--- config.mk ---
export PLATFORM = sky130hd
export DESIGN_NAME = shader_fetch_sequencer
export DESIGN_NICKNAME = d
export VERILOG_FILES = /design/src/rtl/flux_fetch_pkg.sv /design/src/rtl/next_active_thread.sv /design/src/rtl/shader_fetch_sequencer.sv
export SDC_FILE = /design/constraint.sdc
export NUM_CORES = 1
export LEC_CHECK = 0
export CAP_MARGIN = 10
export CORE_ASPECT_RATIO = 1.4
export CORE_MARGIN = 2
export CORE_UTILIZATION = 36
export CTS_BUF_LIST = sky130_fd_sc_hd__clkbuf_4 sky130_fd_sc_hd__clkbuf_8 sky130_fd_sc_hd__clkbuf_16
export DETAILED_ROUTE_END_ITERATION = 12
export GPL_ROUTABILITY_DRIVEN = 0
export HOLD_SLACK_MARGIN = 0.1
export PLACE_DENSITY = 0.7
export SKIP_LAST_GASP = 1
export SLEW_MARGIN = 20
export SYNTH_ARGS = -nofsm -noshare
export SYNTH_HDL_FRONTEND = slang
export SYNTH_SLANG_ARGS = --single-unit
--- constraint.sdc ---
create_clock -name clk -period 4 [get_ports clk]
set_input_delay 0.6 -clock clk [delete_from_list [all_inputs] [get_ports clk]]
set_output_delay 0.6 -clock clk [all_outputs]
set_load 0.03 [all_outputs]
--- src/rtl/flux_fetch_pkg.sv ---
// Shared types and constants for the shader fetch sequencer.
package flux_fetch_pkg;

  typedef enum logic [2:0] {
    ST_IDLE,
    ST_FETCH_REQ,
    ST_FETCH_WAIT,
    ST_ISSUE,
    ST_DONE
  } fetch_state_e;

  // Byte distance between consecutive instructions
  localparam int PC_STEP = 4;

  // Instruction word the core decodes as halt
  localparam logic [31:0] HALT_OPCODE = 32'h0000_0073;

endpackage

--- src/rtl/next_active_thread.sv ---
// Finds the next active thread in a mask, either at or strictly above the current id.
module next_active_thread #(
  parameter int NUM_THREADS = 32,
  parameter int TID_W       = $clog2(NUM_THREADS)
) (
  input  logic [NUM_THREADS-1:0] mask,
  input  logic [TID_W-1:0]       current_id,
  input  logic                   include_current,
  output logic [TID_W-1:0]       next_id,
  output logic                   is_last
);

  // Scan from the top down so the lowest qualifying bit wins; is_last means nothing is set above current_id
  always_comb begin
    next_id = '0;
    is_last = 1'b1;
    for (int i = NUM_THREADS - 1; i >= 0; i--) begin
      if (mask[i] && ((i > int'(current_id)) || (include_current && (i == int'(current_id))))) begin
        next_id = TID_W'(i);
      end
      if (mask[i] && (i > int'(current_id))) begin
        is_last = 1'b0;
      end
    end
  end

endmodule

--- src/rtl/shader_fetch_sequencer.sv ---
// Fetches one instruction per PC and replays it once per active thread to the shader core.
module shader_fetch_sequencer #(
  parameter int NUM_THREADS = 32,
  parameter int PC_WIDTH    = 32
) (
  input  logic                       clk,
  input  logic                       rst_n,
  input  logic                       start,
  input  logic [PC_WIDTH-1:0]        start_pc,
  input  logic [NUM_THREADS-1:0]     thread_mask,
  output logic                       imem_req_valid,
  output logic [PC_WIDTH-1:0]        imem_req_addr,
  input  logic                       imem_req_ready,
  input  logic                       imem_rsp_valid,
  input  logic [31:0]                imem_rsp_data,
  output logic                       core_enable,
  output logic [31:0]                core_instruction,
  output logic [$clog2(NUM_THREADS)-1:0] core_thread_id,
  input  logic                       core_halted,
  output logic [PC_WIDTH-1:0]        pc,
  output logic                       busy,
  output logic                       done
);

  import flux_fetch_pkg::*;

  localparam int TID_W = $clog2(NUM_THREADS);

  fetch_state_e           state;
  fetch_state_e           next_state;
  logic [NUM_THREADS-1:0] mask_q;
  logic                   issue_first;
  logic                   halt_on_entry;
  logic                   nat_include;
  logic [TID_W-1:0]       nat_current;
  logic [TID_W-1:0]       nat_next;
  logic                   nat_is_last;

  // While waiting for the fetch we look for the lowest active thread; while issuing, the one after the current
  assign nat_include = (state == ST_FETCH_WAIT);
  assign nat_current = nat_include ? '0 : core_thread_id;

  next_active_thread #(
    .NUM_THREADS (NUM_THREADS),
    .TID_W       (TID_W)
  ) u_next_thread (
    .mask            (mask_q),
    .current_id      (nat_current),
    .include_current (nat_include),
    .next_id         (nat_next),
    .is_last         (nat_is_last)
  );

  // A halt is only honoured on the first cycle of an instruction, before any thread has been issued
  assign halt_on_entry = issue_first && core_halted;
  assign imem_req_addr = pc;

  // State register
  always_ff @(posedge clk or negedge rst_n) begin
    if (!rst_n) begin
      state <= ST_IDLE;
    end else begin
      state <= next_state;
    end
  end

  // Next-state and strobe decode
  always_comb begin
    next_state     = state;
    imem_req_valid = 1'b0;
    core_enable    = 1'b0;
    busy           = (state != ST_IDLE);
    case (state)
      ST_IDLE: begin
        if (start) begin
          next_state = (thread_mask == '0) ? ST_DONE : ST_FETCH_REQ;
        end
      end
      ST_FETCH_REQ: begin
        imem_req_valid = 1'b1;
        if (imem_req_ready) begin
          next_state = ST_FETCH_WAIT;
        end
      end
      ST_FETCH_WAIT: begin
        if (imem_rsp_valid) begin
          next_state = ST_ISSUE;
        end
      end
      ST_ISSUE: begin
        if (halt_on_entry) begin
          next_state = ST_DONE;
        end else begin
          core_enable = 1'b1;
          if (nat_is_last) begin
            next_state = ST_FETCH_REQ;
          end
        end
      end
      ST_DONE: begin
        next_state = ST_IDLE;
      end
      default: begin
        next_state = ST_IDLE;
      end
    endcase
  end

  // Completion pulse lands on the cycle the machine is back in IDLE, so busy and done never overlap
  always_ff @(posedge clk or negedge rst_n) begin
    if (!rst_n) begin
      done <= 1'b0;
    end else begin
      done <= (state == ST_DONE);
    end
  end

  // Marks the first ISSUE cycle of each fetched instruction
  always_ff @(posedge clk or negedge rst_n) begin
    if (!rst_n) begin
      issue_first <= 1'b0;
    end else begin
      issue_first <= (state == ST_FETCH_WAIT) && imem_rsp_valid;
    end
  end

  // Launch parameters are captured only when a start is accepted
  always_ff @(posedge clk or negedge rst_n) begin
    if (!rst_n) begin
      mask_q <= '0;
    end else if ((state == ST_IDLE) && start) begin
      mask_q <= thread_mask;
    end
  end

  // Program counter: loaded on start, stepped after the last active thread has issued
  always_ff @(posedge clk or negedge rst_n) begin
    if (!rst_n) begin
      pc <= '0;
    end else if ((state == ST_IDLE) && start) begin
      pc <= start_pc;
    end else if (core_enable && nat_is_last) begin
      pc <= pc + PC_WIDTH'(PC_STEP);
    end
  end

  // Instruction register and issued thread id; both hold their value outside ISSUE
  always_ff @(posedge clk or negedge rst_n) begin
    if (!rst_n) begin
      core_instruction <= '0;
      core_thread_id   <= '0;
    end else if ((state == ST_FETCH_WAIT) && imem_rsp_valid) begin
      core_instruction <= imem_rsp_data;
      core_thread_id   <= nat_next;
    end else if (core_enable && !nat_is_last) begin
      core_thread_id   <= nat_next;
    end
  end

endmodule

; ---- After elaboration in Yosys (flattened, before gate mapping)
; Cells that the tools add are included.
; Widths: inputs -> output; s select.
[op_classes]
n_addsub = 1
n_lt_le_gt_ge = 31
n_eq_ne = 39
n_mux = 78
n_reduce_logical = 139
[op_table]
columns = op, n
row1 = $mux 5, 35
row2 = $logic_and 1x1->1, 100
row3 = $eq 5x5->1 const A, 16
row4 = $gt 5x5->1 const A, 16
row5 = $mux 32, 2
row6 = $eq 4x5->1 const A, 8
row7 = $gt 4x5->1 const A, 8
row8 = $mux 1, 34
row9 = $add 32x3->32 const B, 1
row10 = $logic_not 32->1, 1
row11 = $logic_or 1x1->1, 31
row12 = $eq 3x5->1 const A, 4
row13 = $gt 3x5->1 const A, 4
row14 = $mux 3, 6
row15 = $pmux 3 s4, 1
row16 = $eq 2x5->1 const A, 2
row17 = $gt 2x5->1 const A, 2
row18 = $eq 3x2->1 const B, 2
row19 = $ne 2x2->1 const B, 3
row20 = $eq 1x5->1 const A, 1
row21 = $gt 1x5->1 const A, 1
row22 = $logic_not 5->1, 1
row23 = $reduce_and 4->1, 1
row24 = $reduce_bool 2->1, 2
row25 = 6 further kinds, 6
[totals]
register_bits = 106
inputBits = 102
out_inout_bits = 105
elab_cells = 295

; ---- Logic depth before layout (Yosys ltp)
; Gate-level depths: netlist of the first run.
[logic_depth]
ltp_word = 40
depth_mapped = 11
ltp_nobuf = 8

; ---- Hierarchy
; Synthesis of the first run repeated with hierarchy kept, for this count alone.
[hier_totals]
hier_cells = 768
hier_area_um2 = 6655.1
[modules_own_cells]
columns = module, instances, cells_per_inst, area_each_um2, seq_area_each_um2
row1 = shader_fetch_sequencer, 1, 505, 4987.3, 2652.5
row2 = next_active_thread, 1, 263, 1667.8, 0.0

; ---- Worst setup path after synthesis of the first run
; No wires, ideal clock.
[synth_timing]
kind = flip-flop to flip-flop
startpoint = register core_thread_id[2]
endpoint = register core_thread_id[2]
setup_time_ps = 125
t_arrival_ps = 2569
t_required_ps = 3875
path_slack_ps = 1306
stages_incl_launch_ff = 10
path_buffers = 2
synth_period_minus_slack_ps = 2694
path_cell_list = dfrtp_1 > buf_2 > o21ai_0 > a21oi_1 > o221a_2 > and4b_1 > buf_2 > nand3_2 > a21oi_1 > mux2_2
[synth_via]
elab_chain_cells = 39
[synth_rtl]
columns = element, line
row1 = "start, declared", shader_fetch_sequencer.sv:18  ; output logic [$clog2(NUM_THREADS)-1:0] core_thread_id,
row2 = "start signal, assigned", shader_fetch_sequencer.sv:154  ; core_thread_id <= nat_next;
row3 = "start signal, assigned", shader_fetch_sequencer.sv:156  ; core_thread_id <= nat_next;
row4 = $mux 5 *, shader_fetch_sequencer.sv:41  ; assign nat_current = nat_include ? '0 : core_thread_id;
row5 = "parallel branches: the longest is 38 deep, another holds $gt 5x5->1", --
; Mark *: on every way between the ends. The select of a mux whose other input is x is not followed.
; A chain may end at the register's enable or synchronous reset.

; ---- Final worst setup path of the first run
[layout_timing]
startpoint = register core_thread_id[1]
endpoint = register core_thread_id[2]
; The elaborated chain is that of the path after synthesis.

==> results of run 1 <==
## routing by layer
metal | track usage | wire, um | up-vias
li1 | - | - | 3065
met1 | 0.262 | 7910 | 3012
met2 | 0.373 | 10500 | 229
met3 | 0.0343 | 1180 | 55
met4 | 0.110 | 908 | 0
met5 | 0 | 0 | -
## worst paths after layout
path	end	from
max in group asynchronous	imem_req_addr[11]$_DFFE_PN0P_	rst_n
min	core_instruction[22]$_DFFE_PN0P_	rst_n
max reg2reg	core_thread_id[2]$_DFFE_PN0P_	core_thread_id[1]$_DFFE_PN0P_
min in group clk	core_instruction[0]$_DFFE_PN0P_	core_instruction[0]$_DFFE_PN0P_
max	core_thread_id[2]$_DFFE_PN0P_	core_thread_id[1]$_DFFE_PN0P_
min reg2reg	core_instruction[0]$_DFFE_PN0P_	core_instruction[0]$_DFFE_PN0P_
## worst register-to-register path: cells and delay by family (launching register included)
kind | cells | cell delay, ns
AND/OR/NAND/NOR | 2 | 0.62
flip-flops | 1 | 0.70
AO/OA/AOI/OAI | 4 | 1.49
multiplexers | 1 | 0.39
## area by class of cell
class,count,share of cell area
clock inverter,7,0.00805
inverter,15,0.00647
clock buffer,9,0.0259
tap,236,0.0339
multi-input combinational,613,0.374
sequential,106,0.305
timing repair buffer,218,0.247
## flip-flops by register name, summed over array words and instances (netlist names)
name and flops:
core_instruction 32, mask_q 32, done 1, issue_first 1, state 3, core_thread_id 5
imem_req_addr 32
## Yosys cell counts, drive strengths merged, types with 3 or more instances
cell,number
nand2,267
dfrtp,106
buf,50
nand3,46
nor2,33
nor3,29
a21oi,26
clkbuf,26
o21ai,24
and2,20
mux2i,20
inv,14
nand4,13
nor4,12
o31ai,10
and3,8
o211ai,8
a31oi,7
mux2,6
nor3b,6
nand2b,5
nand3b,5
o21a,4
o22ai,4
o31a,4
or3,4
a211oi,3
a21boi,3
a21o,3
nor2b,3
o21bai,3
or3b,3
## logic make-up after synthesis
logic type,Yosys count,share of synthesized area
AOI/OAI and AO/OA,119,0.124
adders and majority gates,1,0.00194
buffers and inverters,91,0.0824
DFF,106,0.412
muxes,26,0.0416
and+or+nand+nor,467,0.338
## power groups by stage
stage / clock [mW] / combinational, mW / sequential (mW)
floorplan: 0 / 2.11 / 2.28
global placement: 0 / 3.57 / 1.98
detailed placement: 0 / 3.61 / 1.99
CTS: 0.933 / 3.62 / 1.97
global route: 0.975 / 3.94 / 2.05
finish: 0.918 / 3.62 / 1.98
==> results.txt, run 1 <==
The fraction of power consumed by combinational cells is 0.555. The antenna diode count came out at 0. The worst pin sits at a relative slew slack of 0.331. The setup path with the least slack is of type register to register. The number of warnings reported in the yosys synthesis log is 0.

The number of search-and-repair iterations in the first detailed-routing pass came out at 5. The number of filler instances in the final layout is 1729. The number of buffers inserted by hold repair at cts came out at 0.

The share of power burned in the clock network came out at 0.141. Once detailed placement completed, the half-perimeter wirelength came to roughly 15 mm. The number of setup buffers added after CTS is 0. In the layout the commonest cells are sky130_fd_sc_hd__nand2_1, sky130_fd_sc_hd__clkdlybuf4s50_1, sky130_fd_sc_hd__dfrtp_1, sky130_fd_sc_hd__nand3_1, sky130_fd_sc_hd__nor2_1. The count of flip-flops with a built-in enable after synthesis came out at 0. In this run the standard cell core region covers between 15000 and 20000 um2. Traced cell by cell, the critical path runs through o21ai_0, a21oi_1, o221a_2, and4b_1, nand3_2, a21oi_1, mux2_2. The number of nets produced by synthesis is between 900 and 1000. After the flow finishes, the layout carries non-filler instances totaling roughly 1200. At the pin with the least slew margin, the transition time is about 1.0 ns. TritonCTS built the clock tree. The width of the chip is 117 um. The first-pass GRT wire length came out at approximately 32 mm. The number of buffers added on ports came out at 206. The aggregate routed wire length came out at ~20 mm. The setup slack on the worst flop-to-flop path is slightly below 0.7 ns.

The synthesized design spends more area on one cell type than any other, namely sky130_fd_sc_hd__dfrtp_1. The biggest cell delay along the critical path came out at ~0.7 ns. The mean routed wirelength per cell is roughly 17 um. The final-report hold violation count is 0. The global-route usage over all layers is 0.218. The number of clock sinks is roughly 110. Across the whole layout, storage elements account for about 2700 um2. The clock tree root buffer cell is sky130_fd_sc_hd__clkbuf_16.

The net switching share of the total power came out at 0.478. After clock tree synthesis, the repair step resized 0 gates. The power after layout came out at ~6.5 mW. In the final layout, the multi-input gates occupy 3260 um2. The post-route standard cell area excluding fillers is about 8700 um2. The ratio of routed vias to standard cells is 5.28.

The synthesized netlist occupies a cell area of about 6400 um2. By instance count, the cell type seen most on the critical path is sky130_fd_sc_hd__a21oi_1. The count of unique library cells instantiated by Yosys came out at 72.

The deepest clock path buffer count came out at 2. The end-of-flow core utilization came out at 0.500. The die covers between 15000 and 20000 um2. The clock transition at the registers of the reported paths came out at roughly 0.080 ns. The final critical path time including I/O delays and setup came out at ~3.3 ns. Of the total power, registers draw 0.304. The total number of cells along the worst setup path came out at 7.

The worst slack after detailed placement is about 0.74 ns. The clock buffer count from CTS is 9. The arrival time of data at the critical path endpoint came out at 3.57 ns.

Leaving out fill and tap cells, the most frequent cell in the layout is sky130_fd_sc_hd__nand2_1. The highest attainable clock frequency is about 300 MHz. The kind of end point of the critical path is a register. The flip-flop cell with the highest count after synthesis is sky130_fd_sc_hd__dfrtp_1. The fraction of final layout cells sized beyond drive strength 1 is 0.0527. Global routing finished with a remaining overflow of 0. The register area share after synthesis came out at 0.412. The worst path required time is between 4 and 5 ns. In this run the power spent charging and discharging nets is 3.11 mW. The post-route clock skew is about 0.014 ns. The tool flagged a number of max-cap violations equal to 0. The number of I/O pins is slightly above 200. In the synthesized netlist the async set-or-reset flop fraction comes to 1.00. From bottom edge to top edge, the die measures ~160 um.

The pin count of the biggest net entering global routing came out at 53. The final-layout worst hold slack came out at around 0.18 ns. The number of DRC violations after detailed-routing iteration 0 is approximately 400. The final sum of negative setup slack came out at 0 ns. The initial standard-cell utilization of the core is 0.370.

The clock network latency to the later pin of the worst-skew pair came out at around 0.37 ns. The number of nets with antenna violations after detailed routing is 0. In this run, synthesis produced a sequential element count of 106.

The number of global-route vias before repair came out at approximately 6100. After detailed placement, the total cell area comes to ~8400 um2. The deepest level of the CTS H-tree is 3.

After synthesis, the mean cell area works out to ~8 um2. The run finished with clean final reports. Together, buffers and inverters on the worst path number 0. The number of slew-limit violations in the final report came out at 0.

By area the synthesized netlist is led by sky130_fd_sc_hd__dfrtp_1, sky130_fd_sc_hd__nand2_1, sky130_fd_sc_hd__buf_4. The slack of the critical path came out at ~0.68 ns. The highest ir drop seen on vdd is a little under 0.4 mV. Setup violations remaining at the end of the flow were counted as 0. The internal power is around 3.4 mW. The DRC violations left came out at 0. The post-route fraction of the period consumed by the critical path came out at 0.829.

Of the post-synthesis cell area, the dominant cell type holds 0.412. The number of cells after detailed placement is 1188. The total power divided by cell area is approximately 750 nW/um2. STA classifies the critical path startpoint as a register. The number of cells on the worst reg-to-reg path came out at 7. The slowest stage of the critical path belongs to the cell sky130_fd_sc_hd__dfrtp_1. The number of nets in the layout came out at about 1100. Setup repair after global routing left no endpoint under its margin. The maximum fanout along the worst path is 17. The cell count after synthesis came out at 810. The initialized floorplan defines between 50 and 60 standard-cell rows. The kind of cell with the highest combined delay along the critical path is compound AO/OA/AOI/OAI gates. The layout overhead on the synthesized area came out at 35.3%.

The static leakage came out at between 3 and 4 nW. The number of antenna violations at the first check in global routing is 0. The path class of the tightest hold or removal check is primary input to asynchronous set/reset pin.

Summing over every cut layer, the via total after detailed routing is between 6000 and 7000.
No activity file was read; power rests on OpenSTA's default activity.
==> run 2, diff against run 1 <==
- clock period: 4 -> 3.3 ns (I/O delays scaled with it)
==> run 2 against run 1 <==
Against the previous run: cell count rose by 0.17%; critical path depth did not move; global-route usage fell by 0.60 points; final area rose by 0.72%; critical path type unchanged; largest cell class unchanged.
==> results.txt, run 2 (synthesis results as in run 1) <==
Counting I/O delays and the setup requirement, the final critical path takes 3.04 ns. Summed over all failing endpoints, the final setup total negative slack is 0 ns. The routed via count came out at around 6300. The signal on the critical path passes through or3b_1, o2111ai_1, a211oi_2, and4b_1, nand4_2, mux2_2, nand2_1.

The antenna diode count came out at 0. The number of I/O pins is 207. The buffers plus inverters on the worst setup path came out at 0.

The ratio of routed vias to standard cells came out at between 5 and 6. The setup path with the least slack is of type register to register. Final hold analysis gives a worst-case slack of 0.230 ns. The initial standard-cell utilization of the core is 0.370.

The largest individual stage delay along the critical path comes from the cell sky130_fd_sc_hd__dfrtp_1. The number of nets in the layout came out at 1068. Max-cap violations in this run came to 0.

The pin slew with the least headroom to its limit came out at between 0.8 and 0.9 ns. The global-route usage over all layers came out at 0.212. The global-route congestion overflow total is 0.

The pin count of the biggest net entering global routing came out at between 70 and 80. The biggest cell delay along the critical path is 0.55 ns. The number of buffers added on ports came out at between 200 and 250. The worst path required time is 3.59 ns. The arrival time of data at the critical path endpoint came out at 3.32 ns. The worst pin sits at a relative slew slack of 0.453. The post-route fraction of the period consumed by the critical path is 0.921. On the critical path the largest part of the delay comes from simple AND/OR/NAND/NOR gates.

The vertical die dimension came out at between 150 and 200 um. The setup-violating endpoint count in the final report came out at 0. The area growth from synthesis to layout is 36.2%. The highest ir drop seen on vdd is 0.458 mV. STA classifies the critical path endpoint as a register. The number of antenna violations at the first check in global routing came out at 0. The flow ran to the end, and the final reports show no timing, DRC or antenna violations. TritonCTS built the clock tree. The worst setup path is launched from a register.

The deepest level of the CTS H-tree came out at 3. The floorplan step set the die width to between 100 and 150 um. The number of buffers inserted by post-CTS setup repair is 0. The cell sitting at the root of the clock tree is a sky130_fd_sc_hd__clkbuf_16. Of all nets on the critical path, the largest fanout is 11.

Leaving out fill and tap cells, the most frequent cell in the layout is sky130_fd_sc_hd__nand2_1. The core region is 17400 um2. The number of slew-limit violations in the final report is 0. The clock transition at the registers of the reported paths is roughly 0.080 ns.

The detailed-placement wirelength estimate came out at between 10 and 15 mm. The number of global-route vias before repair was slightly above 6000. Setup repair after global routing left no endpoint under its margin.

The static leakage came out at roughly 3.8 nW. The worst hold path belongs to the class primary input to asynchronous set/reset pin. Leaving out fill and tap cells, the most frequent cells in the layout are sky130_fd_sc_hd__nand2_1, sky130_fd_sc_hd__clkdlybuf4s50_1, sky130_fd_sc_hd__dfrtp_1, sky130_fd_sc_hd__nand3_1, sky130_fd_sc_hd__nor2_1. The number of nets with antenna violations after detailed routing is 0. The fraction of final layout cells sized beyond drive strength 1 came out at 0.0588.

The mean routed wirelength per cell came out at roughly 17 um. The number of clock sinks is roughly 110. Clock tree synthesis inserted a total of 9 buffers. The number of search-and-repair iterations in the first detailed-routing pass is 5. The clock network latency to the later pin of the worst-skew pair came out at around 0.35 ns.

The number of DRC violations after detailed-routing iteration 0 is around 310. The highest attainable clock frequency came out at between 300 and 400 MHz. The total power divided by cell area came out at 905 nW/um2. The final-report hold violation count came out at 0. The DRC violations left came out at 0.

Wires add up to between 15 and 20 mm. The die outline area came out at roughly 19000 um2. The count of standard-cell rows is 57. The deepest clock path buffer count came out at 2. The first-pass GRT wire length is approximately 32 mm.

The post-route clock skew is just under 0.01 ns.
## run 2: worst paths after layout
check,startpoint,to,slack [ns],depth (start not counted)
setup / recovery,state[0]$_DFFE_PN0P_,imem_req_addr[15]$_DFFE_PN0P_,0.26,7
hold / removal,rst_n,core_instruction[22]$_DFFE_PN0P_,0.23,1
setup reg to reg,state[0]$_DFFE_PN0P_,imem_req_addr[15]$_DFFE_PN0P_,0.26,7
hold reg to reg,core_instruction[24]$_DFFE_PN0P_,core_instruction[24]$_DFFE_PN0P_,0.48,2
max in group asynchronous,rst_n,core_thread_id[2]$_DFFE_PN0P_,2.30,2
min in group clk,core_instruction[24]$_DFFE_PN0P_,core_instruction[24]$_DFFE_PN0P_,0.48,2
## run 2: worst reg2reg max path: cells and delay by family, from the launching register on
kind            cells  cell delay (ns)
flops               1             0.55
mux                 1             0.44
simple gates        4             1.35
compound gates      2             0.64
## run 2: per-stage QoR
stage / total power, mW / worst slack, ns / area (um2) / std cells / utilization
detailed placement: 6.84 / 0.255 / 8460 / 1190 / 0.486
global placement: 6.79 / 0.310 / 8460 / 1190 / 0.486
global route: 8.50 / 0.100 / 8770 / 1206 / 0.504
CTS: 7.96 / 0.165 / 8760 / 1206 / 0.504
finish: 7.94 / 0.262 / 8770 / 1206 / 0.504
floorplan: 5.32 / 0.606 / 6430 / 810 / -
## run 2: power breakdown
part           internal, mW  switching (mW)  leakage, nW
Sequential             1.80           0.606         1.23
Combinational          1.84            2.61         2.47
Clock                 0.534           0.551        0.142
Total                  4.18            3.76         3.85
## run 2: area by class of cell
type                    instances  area (um2)
clock inverters                 7        75.1
clock buffers                   9         225
fillers                      1708        8630
repair buffers                220        2200
flip-flops and latches        106        2660
multi-input cells             613        3260
inverters                      15        56.3
well taps                     236         295
## run 2: timing repair
action	in CTS	in global routing
hold buffers	0	0
setup endpoints to repair	0	16
resized for setup	0	4
## run 2: layer usage
layer | up-vias | share of wire | GRT usage
met3 | 43 | 0.045 | 0.0269
li1 | 3070 | - | -
met2 | 201 | 0.53 | 0.373
met4 | 0 | 0.035 | 0.0877
met1 | 3015 | 0.39 | 0.258
met5 | - | 0 | 0
==> run 3, diff against run 2 <==
- GPL_TIMING_DRIVEN: not set -> 0
==> run 3 against run 2 <==
Against the previous run: wire length up 9.4%; worst hold slack better by 0.24 ns; combinational power grew 7.0%; maximum frequency shrank 1.6%; die area unchanged; sequential power decreased by 4%; sequential share of layout area is 1.3 points lower; non-clock buffer count grew 64; critical path type unchanged.
==> results.txt, run 3 (synthesis results as in run 1) <==
The run finished with clean final reports. Entering global routing, the biggest net connects between 70 and 80 pins. The floorplan step defined a die boundary enclosing between 15000 and 20000 um2. The top cell types in the final layout, fill and taps aside, are sky130_fd_sc_hd__nand2_1, sky130_fd_sc_hd__clkdlybuf4s50_1, sky130_fd_sc_hd__dfrtp_1, sky130_fd_sc_hd__nand3_1, sky130_fd_sc_hd__buf_4. The number of search-and-repair iterations in the first detailed-routing pass is 5. The final sum of negative setup slack came out at 0 ns.

The floorplan step set the die width to 117 um. The routed via count came out at 6647. The total overflow left after global routing is 0. STA classifies the critical path endpoint as a register.

The worst path required time came out at around 3.5 ns. Port buffering added a little over 200 buffers. The clock network latency to the later pin of the worst-skew pair is between 0.3 and 0.4 ns. The tightest min-delay check is of the register to register type. The arrival time of data at the critical path endpoint is ~3.3 ns. TritonCTS built the clock tree. The static leakage came out at 4.05 nW. The layout overhead on the synthesized area is 42.0%. The slowest stage of the critical path is the sky130_fd_sc_hd__a21oi_1 cell. The highest ir drop seen on vdd is ~0.47 mV. The internal power of the cells totals ~4.4 mW. The mean routed wirelength per cell is around 17 um. The floorplan has 57 rows. The maximum fanout along the worst path is 10. The clock transition at the registers of the reported paths is around 0.080 ns.

The initial utilization of the core area, before any placement, comes to 0.370. The share of power burned in registers is 0.281. The final-report hold violation count came out at 0. The global-route usage over all layers came out at 0.235. The final critical path time including I/O delays and setup came out at just over 3 ns. After floorplanning, the core was sized to cover 17400 um2. The power after layout came out at a little over 8 mW.

Dividing the final minimum period by the clock period gives 0.936. The number of antenna violations at the first check in global routing came out at 1. The die is approximately 160 um tall. The most common library cell in the layout ignoring fill and taps is sky130_fd_sc_hd__nand2_1.

The end-of-flow core utilization came out at 0.525. The deepest clock path buffer count came out at 2. The total power divided by cell area is between 800 and 900 nW/um2. The fraction of power consumed by combinational cells came out at 0.580. The number of nets in the layout is 1132. The share of power burned in the clock network came out at 0.139. The biggest cell delay along the critical path is 0.48 ns. The tree is rooted in a sky130_fd_sc_hd__clkbuf_16. The ratio of routed vias to standard cells is 5.23. The max capacitance violation total came out at 0. The type of element launching the critical path is a register.

The number of buffers inserted by post-CTS setup repair came out at 0. The switching power is approximately 3.8 mW. Of the total power, the share spent switching nets is 0.467.

The number of DRC violations after detailed-routing iteration 0 came out at between 300 and 400. The number of global-route vias before repair came out at 6395. The clock buffer count from CTS came out at 9. The DRC violations left came out at 0. The pin slew with the least headroom to its limit came out at roughly 0.7 ns. The count of nets left with antenna violations once routing finished came out at 0. The first-pass GRT wire length is approximately 34 mm. The setup-violating endpoint count in the final report is 0. Walking the worst path, the cells encountered are buf_4, buf_6, nand2_1, o31ai_1, nand4_1, nor3_4, nand3_2, a21oi_1, mux2_2. The number of clock sinks is ~110. For this design the top-level I/O count stands at a little over 200. For this run, the top clock speed supported by timing is between 300 and 400 MHz. The post-route clock skew came out at 0.00884 ns. Headroom to the max-slew limit came out at 0.537. The H-tree was split into 3 levels. The number of filler instances in the final layout is about 1700. Setup repair after global routing left no endpoint under its margin. The detailed-placement wirelength estimate is 16.7 mm. The worst setup path is of the register to register kind.

The number of slew-limit violations in the final report came to 0. The aggregate routed wire length came out at approximately 22 mm. Of the cells placed in the final design, the portion with a size suffix greater than 1 is 0.0832.
==> run 3: area by class of cell <==
type	instances	area, um2	area share
diodes	1	2.50	0.000274
plain buffers	76	474	0.0519
clock buffers	10	233	0.0255
clock inverters	6	73.8	0.00808
inverters	15	56.3	0.00616
multi-input cells	613	3250	0.356
flip-flops and latches	106	2650	0.290
well taps	236	295	0.0323
repair buffers	208	2100	0.230
==> run 3: stage by stage <==
step           hold WS [ns]  worst slack (ns)  cell area (um2)  std cells
2_1_floorplan         0.199             0.606             6430        810
3_3_place_gp          0.457             -2.65             8790       1252
3_5_place_dp          0.407             0.266             8820       1253
4_1_cts               0.479             0.263             9140       1270
5_1_grt               0.501            0.0268             9140       1271
6_report              0.475             0.211             9140       1271
==> run 3: path summary, 6_finish.rpt <==
path	startpoint	endpoint	slack (ns)	depth (start not counted)
max	core_thread_id[1]$_DFFE_PN0P_	core_thread_id[2]$_DFFE_PN0P_	0.21	9
min	core_instruction[17]$_DFFE_PN0P_	core_instruction[17]$_DFFE_PN0P_	0.47	2
max reg2reg	core_thread_id[1]$_DFFE_PN0P_	core_thread_id[2]$_DFFE_PN0P_	0.21	9
min reg2reg	core_instruction[17]$_DFFE_PN0P_	core_instruction[17]$_DFFE_PN0P_	0.47	2
max in group asynchronous	rst_n	imem_req_addr[24]$_DFFE_PN0P_	2.03	3
min in group asynchronous	rst_n	core_instruction[22]$_DFFE_PN0P_	0.58	2
==> run 3: repair_timing <==
item	4_1_cts	5_1_grt
hold endpoints to repair	33	0
resized for setup	0	0
hold buffers	1	0
==> run 3: power by group through the flow <==
stage | Clock, mW | Combinational [mW] | Sequential [mW]
final | 1.14 | 4.76 | 2.31
after global routing | 1.21 | 5.17 | 2.37
after CTS | 1.15 | 4.77 | 2.30
after detailed placement | 0 | 4.74 | 2.32
after global placement | 0 | 4.69 | 2.31
after floorplan | 0 | 2.55 | 2.76
==> run 3: worst max-delay path, delay by kind of cell (launching register included) <==
family,cells,cell delay (ns)
AOI/OAI and AO/OA,2,0.81
DFF,1,0.47
buffers and inverters,2,0.40
muxes,1,0.42
and+or+nand+nor,4,0.87
==> run 3: per-layer routing <==
metal	part of all wire	GRT usage
met5	0	0
met4	0.048	0.115
met3	0.055	0.0358
met2	0.52	0.403
met1	0.38	0.283
